<file path="src/rtl/seg_scan_controller_if.sv">
// Write-side handshake bundle for seg_scan_controller.
// Ports: wr_valid/wr_data from the producer, wr_ready back from the scanner.
interface seg_scan_controller_if #(
  parameter int NUM_DIGITS = 4
);
  logic                      wr_valid;
  logic                      wr_ready;
  logic [4*NUM_DIGITS-1:0]   wr_data;

  modport master (
    output wr_valid,
    output wr_data,
    input  wr_ready
  );

  modport slave (
    input  wr_valid,
    input  wr_data,
    output wr_ready
  );
endinterface

</file>
<file path="src/rtl/seg_scan_controller.sv">
// Multiplexed 7-seg scanner: one shared BCD decoder, NUM_DIGITS anodes,
// double-buffered word, blank guard per slot, LZ blanking, bad-BCD mask.
// Ports: i_clk, i_rst_n (sync, low), i_disp_en, i_lz_blank, wr (slave),
//        o_bcd_out, o_dec_en, o_digit_an, o_scan_idx, o_frame_done.
module seg_scan_controller #(
  parameter int NUM_DIGITS   = 4,
  parameter int PRESCALE     = 1000,
  parameter int BLANK_CYCLES = 2
) (
  input  logic                          i_clk,
  input  logic                          i_rst_n,
  input  logic                          i_disp_en,
  input  logic                          i_lz_blank,
  seg_scan_controller_if.slave          wr,
  output logic [3:0]                    o_bcd_out,
  output logic                          o_dec_en,
  output logic [NUM_DIGITS-1:0]         o_digit_an,
  output logic [$clog2(NUM_DIGITS)-1:0] o_scan_idx,
  output logic                          o_frame_done
);

  localparam int IW = $clog2(NUM_DIGITS);
  localparam int DW = 4 * NUM_DIGITS;
  localparam int CW = $clog2(PRESCALE + 1);

  typedef enum logic [1:0] {
    IDLE,
    GUARD,
    SHOW
  } state_t;

  state_t          r_state;
  state_t          w_nxt_state;
  logic [CW-1:0]   r_cnt;
  logic [CW-1:0]   w_nxt_cnt;
  logic [IW-1:0]   r_idx;
  logic [IW-1:0]   w_nxt_idx;
  logic [DW-1:0]   r_active;
  logic [DW-1:0]   r_pend;
  logic [DW-1:0]   w_nxt_active;
  logic            r_full;

  logic            w_slot_end;
  logic            w_last;
  logic            w_wrap;
  logic            w_boundary;
  logic            w_accept;
  logic            w_hi_zero;
  logic            w_suppress;
  logic            w_lit;
  logic [3:0]      w_digit;

  assign wr.wr_ready = ~r_full;

  always_comb begin
    w_slot_end = (r_state != IDLE) &&
                 (r_cnt == CW'(PRESCALE - 1));
    w_last     = (r_idx == IW'(NUM_DIGITS - 1));
    w_wrap     = i_disp_en && w_slot_end && w_last;
    w_boundary = i_disp_en &&
                 ((r_state == IDLE) || (w_slot_end && w_last));
    w_accept   = wr.wr_valid && !r_full;

    // Swap uses the pending word as it stood before this edge.
    w_nxt_active = (w_boundary && r_full) ? r_pend : r_active;

    w_nxt_state = IDLE;
    w_nxt_cnt   = '0;
    w_nxt_idx   = '0;
    if (i_disp_en) begin
      if (r_state == IDLE || w_slot_end) begin
        w_nxt_cnt = '0;
        if (r_state == IDLE || w_last)
          w_nxt_idx = '0;
        else
          w_nxt_idx = r_idx + IW'(1);
      end else begin
        w_nxt_cnt = r_cnt + CW'(1);
        w_nxt_idx = r_idx;
      end
      w_nxt_state = (int'(w_nxt_cnt) < BLANK_CYCLES) ? GUARD : SHOW;
    end

    w_digit = w_nxt_active[{w_nxt_idx, 2'b00} +: 4];

    // Digit is a leading zero when it and every higher digit are 0.
    w_hi_zero = 1'b1;
    for (int j = 0; j < NUM_DIGITS; j++) begin
      if (j >= int'(w_nxt_idx) && w_nxt_active[4*j +: 4] != 4'd0)
        w_hi_zero = 1'b0;
    end

    w_suppress = (w_digit > 4'd9) ||
                 (i_lz_blank && (w_nxt_idx != '0) && w_hi_zero);
    w_lit      = (w_nxt_state == SHOW) && !w_suppress;
  end

  always_ff @(posedge i_clk) begin
    if (!i_rst_n) begin
      r_state      <= IDLE;
      r_cnt        <= '0;
      r_idx        <= '0;
      r_active     <= '0;
      r_pend       <= '0;
      r_full       <= 1'b0;
      o_bcd_out    <= '0;
      o_dec_en     <= 1'b0;
      o_digit_an   <= '0;
      o_scan_idx   <= '0;
      o_frame_done <= 1'b0;
    end else begin
      r_state  <= w_nxt_state;
      r_cnt    <= w_nxt_cnt;
      r_idx    <= w_nxt_idx;
      r_active <= w_nxt_active;

      if (w_boundary && r_full) begin
        r_full <= 1'b0;
      end else if (w_accept) begin
        r_pend <= wr.wr_data;
        r_full <= 1'b1;
      end

      // Decoder input keeps settling during the guard.
      o_bcd_out    <= (w_nxt_state == IDLE) ? 4'd0 : w_digit;
      o_dec_en     <= w_lit;
      o_digit_an   <= w_lit ? (NUM_DIGITS'(1) << w_nxt_idx) : '0;
      o_scan_idx   <= w_nxt_idx;
      o_frame_done <= w_wrap;
    end
  end

endmodule

</file>
<file path="src/flat_wrapper.sv">
// flat-port wrapper written by rule: the top's interface ports become plain ports
module seg_scan_controller_flat 
#(
  parameter int NUM_DIGITS   = 4,
  parameter int PRESCALE     = 1000,
  parameter int BLANK_CYCLES = 2
)
  (i_clk, i_rst_n, i_disp_en, i_lz_blank, o_bcd_out, o_dec_en, o_digit_an, o_scan_idx, o_frame_done, wr_wr_valid, wr_wr_data, wr_wr_ready);
  seg_scan_controller_if #(.NUM_DIGITS(NUM_DIGITS)) wr_i ();
  input  logic i_clk;
  input  logic i_rst_n;
  input  logic i_disp_en;
  input  logic i_lz_blank;
  output logic [3:0] o_bcd_out;
  output logic o_dec_en;
  output logic [NUM_DIGITS-1:0] o_digit_an;
  output logic [$clog2(NUM_DIGITS)-1:0] o_scan_idx;
  output logic o_frame_done;
  input wire logic [$bits(wr_i.wr_valid)-1:0] wr_wr_valid;
  input wire logic [$bits(wr_i.wr_data)-1:0] wr_wr_data;
  output wire logic [$bits(wr_i.wr_ready)-1:0] wr_wr_ready;
  assign wr_i.wr_valid = wr_wr_valid;
  assign wr_i.wr_data = wr_wr_data;
  assign wr_wr_ready = wr_i.wr_ready;
  seg_scan_controller #(.NUM_DIGITS(NUM_DIGITS), .PRESCALE(PRESCALE), .BLANK_CYCLES(BLANK_CYCLES)) u_core (.i_clk(i_clk), .i_rst_n(i_rst_n), .i_disp_en(i_disp_en), .i_lz_blank(i_lz_blank), .wr(wr_i), .o_bcd_out(o_bcd_out), .o_dec_en(o_dec_en), .o_digit_an(o_digit_an), .o_scan_idx(o_scan_idx), .o_frame_done(o_frame_done));
endmodule
</file>
<file path="config.mk">
export PLATFORM = sky130hd
export DESIGN_NAME = seg_scan_controller_flat
export DESIGN_NICKNAME = d
export VERILOG_FILES = /design/src/rtl/seg_scan_controller_if.sv /design/src/rtl/seg_scan_controller.sv /design/src/flat_wrapper.sv
export SDC_FILE = /design/constraint.sdc
export NUM_CORES = 1
export LEC_CHECK = 0
export CAP_MARGIN = 15
export CORE_UTILIZATION = 55
export CTS_BUF_LIST = sky130_fd_sc_hd__clkbuf_4 sky130_fd_sc_hd__clkbuf_8
export DETAILED_ROUTE_END_ITERATION = 10
export PLACE_DENSITY = 0.85
export SYNTH_ARGS = -nofsm -noshare
export SYNTH_HDL_FRONTEND = slang
export SYNTH_SLANG_ARGS = --single-unit
</file>
<file path="constraint.sdc">
create_clock -name i_clk -period 2.5 [get_ports i_clk]
set_input_delay 0.75 -clock i_clk [delete_from_list [all_inputs] [get_ports i_clk]]
set_output_delay 0.75 -clock i_clk [all_outputs]
set_load 0.02 [all_outputs]
</file>
==> impl_metrics.toml <==
[floorplanning]
rows = 25
io_pins = 34
dieHeight_um = 72.1
start_util = 0.573
core_area_um2 = 4720
die_area_um2 = 5200
chipWidth_um = 72.1

[critical_path]
critPathMaxFanout = 5
crit_arrival_ns = 2.66
r2r_setup_slack_ns = 0.17
crit_type = "in -> reg"
crit_required_ns = 2.72
crit_path_end_kind = "flip-flop"
cp-start-kind = "input pin"

[route]
finalWirelength_um = 6500
postRouteAntennaNets = 0
drtIter0Drc = 174
drt_pass1_iterations = 4
avgRoutedWirePerCell_um = 15.0
vias = 2411
drc = 0
viasPerCell = 5.58

[yosys]
synth_top_cell_by_area = "dfxtp_1"
ys_seq_area_frac = 0.422
syn_area_per_cell_um2 = 8.84
ys_ff_latch = 57
syn-instance-count = 306
synth_area_leaders = "dfxtp_1, nand2_1, a21boi_0"
synth_warnings = 0
ys_types = 61
synthesis.nets = 329
synthArstFlopShare = 0
yosysMostFrequentCell = "nand2_1"
synth_edf_count = 0
syn_area_um2 = 2710
synth-main-ff-cell = "dfxtp_1"
synthTopCellsByCount = "nand2_1, dfxtp_1, a21boi_0, nor2_1, mux2i_1"
synth_top_area_share = 0.422

[timing]
slew_headroom = 0.665
fin_crit_ns = 2.44
fin_tns_setup_ns = 0
final_hold_viol_count = 0
clock-skew-final_ns = 0.00857
post-route-period-util = 0.976
max_freq_mhz = 410
setup_slack_ns = 0.0590
setup_viol = 0
worst_pin_slew_ns = 0.501
final_max_slew_viol_count = 0

[layout]
postLayoutCellArea_um2 = 3470
nNetsFinal = 383
area_growth_pct = 28.4
num_antenna_cells = 0
finalNonFillerCells = 432
drive_gt1_frac = 0.184

[cts]
clock_path_buffers = 2
path_clk_slew_ns = 0.07
cts.sinks = 57
numCtsBuffers = 9
insertion_delay_ns = 0.35
root_buffer = "clkbuf_8"
cts_tree = "built"
htree_num_levels = 3

[placement]
placed_area_um2 = 3210
place_congestion = 0.921
dpl.hpwl_um = 4540
dp_cells = 416
dp_slack_ns = -0.322
port_buffers = 33

[global_routing]
track_usage = 0.266
antenna_found_initial = 0
grt.overflow.total = 0
grt_max_degree = 35
grt_pass1_wl_um = 10400
grt_pass1_vias = 2252

[power]
irDropWorstVdd_mv = 0.390
leakage_uw = 0.00132
power_density_nw_per_um2 = 607

[worst_hold_path]
hp-class = "reg -> reg"

[job]
cap_violations = 0

[status]
status = "complete, no violations"
[path summary, 6_finish.rpt]
path	start	endpoint	cells past startpoint
min	u_core.r_active[0]	u_core.r_active[0]	2
min reg2reg	u_core.r_active[0]	u_core.r_active[0]	2
max reg2reg	u_core.r_cnt[0]	u_core.o_digit_an[3]	9
max	i_disp_en	u_core.o_digit_an[3]	8
[critical path: stages]
cell	delay (ns)
clkdlybuf4s50_1	0.51
o21a_1	0.22
buf_4	0.15
nand2_1	0.06
o22a_1	0.22
o221a_2	0.33
a211oi_4	0.32
nor3_2	0.10
[final cells by class]
type	count	area [um^2]
repair buffers	56	503
clock inverters	5	77.6
inverters	5	18.8
clock buffers	11	151
flip-flops and latches	57	1140
well taps	67	83.8
multi-input cells	231	1500
fillers	358	1250
[stage by stage]
| stage | total power, uW | utilization | hold slack, ns |
|---|---|---|---|
| CTS | 2110 | 0.728 | 0.467 |
| global placement | 1130 | 0.679 | 0.446 |
| global route | 2170 | 0.736 | 0.486 |
| detailed placement | 1140 | 0.679 | 0.458 |
| floorplan | 1060 | - | 0.430 |
| finish | 2110 | 0.736 | 0.465 |
[state kept, by name (all words and copies together) (netlist names)]
signal / count
u_core.r_active: 16
u_core.r_pend: 16
u_core.r_cnt: 10
u_core.o_bcd_out: 4
u_core.o_digit_an: 4
u_core.o_scan_idx: 2
u_core.r_state: 2
u_core.o_dec_en: 1
u_core.o_frame_done: 1
u_core.r_full: 1
[cell families after synthesis]
logic type | share of synthesized area
buf+inv | 0.0389
xor+xnor | 0.0162
flops | 0.422
mux | 0.0389
compound gates | 0.208
simple gates | 0.267
fa+ha+maj | 0.00925
[power by group]
group	internal, uW	switching (uW)	leakage [uW]
Clock	611	375	0.000115
Sequential	932	20.7	0.000463
Combinational	87.3	81.2	0.000743
[per-layer routing]
layer | track usage | vias to the layer above | part of all wire
met2 | 0.417 | 74 | 0.46
li1 | - | 1199 | -
met4 | 0.157 | 0 | 0.032
met3 | 0.0444 | 20 | 0.050
met5 | 0 | - | 0
met1 | 0.346 | 1118 | 0.45
[timing repair]
item / 4_1_cts / 5_1_grt
setup buffers: 0 / 0
pin swaps: 0 / 2
hold buffers: 0 / 0
resized for setup: 1 / 10
endpoints found under the setup margin: 1 / 6
[cells in the final DEF (no fill, tap or decap), types with 4 or more instances in the layout]
cell type	instances
nand2_1	68
dfxtp_1	57
clkdlybuf4s50_1	33
nor2_1	27
a21boi_0	27
buf_4	23
clkbuf_8	11
mux2i_1	9
nand3_1	8
nor3_1	7
a21oi_1	6
inv_1	5
nor2b_1	5
and2_1	4
Note: power is estimated with default switching activity, not from simulation.
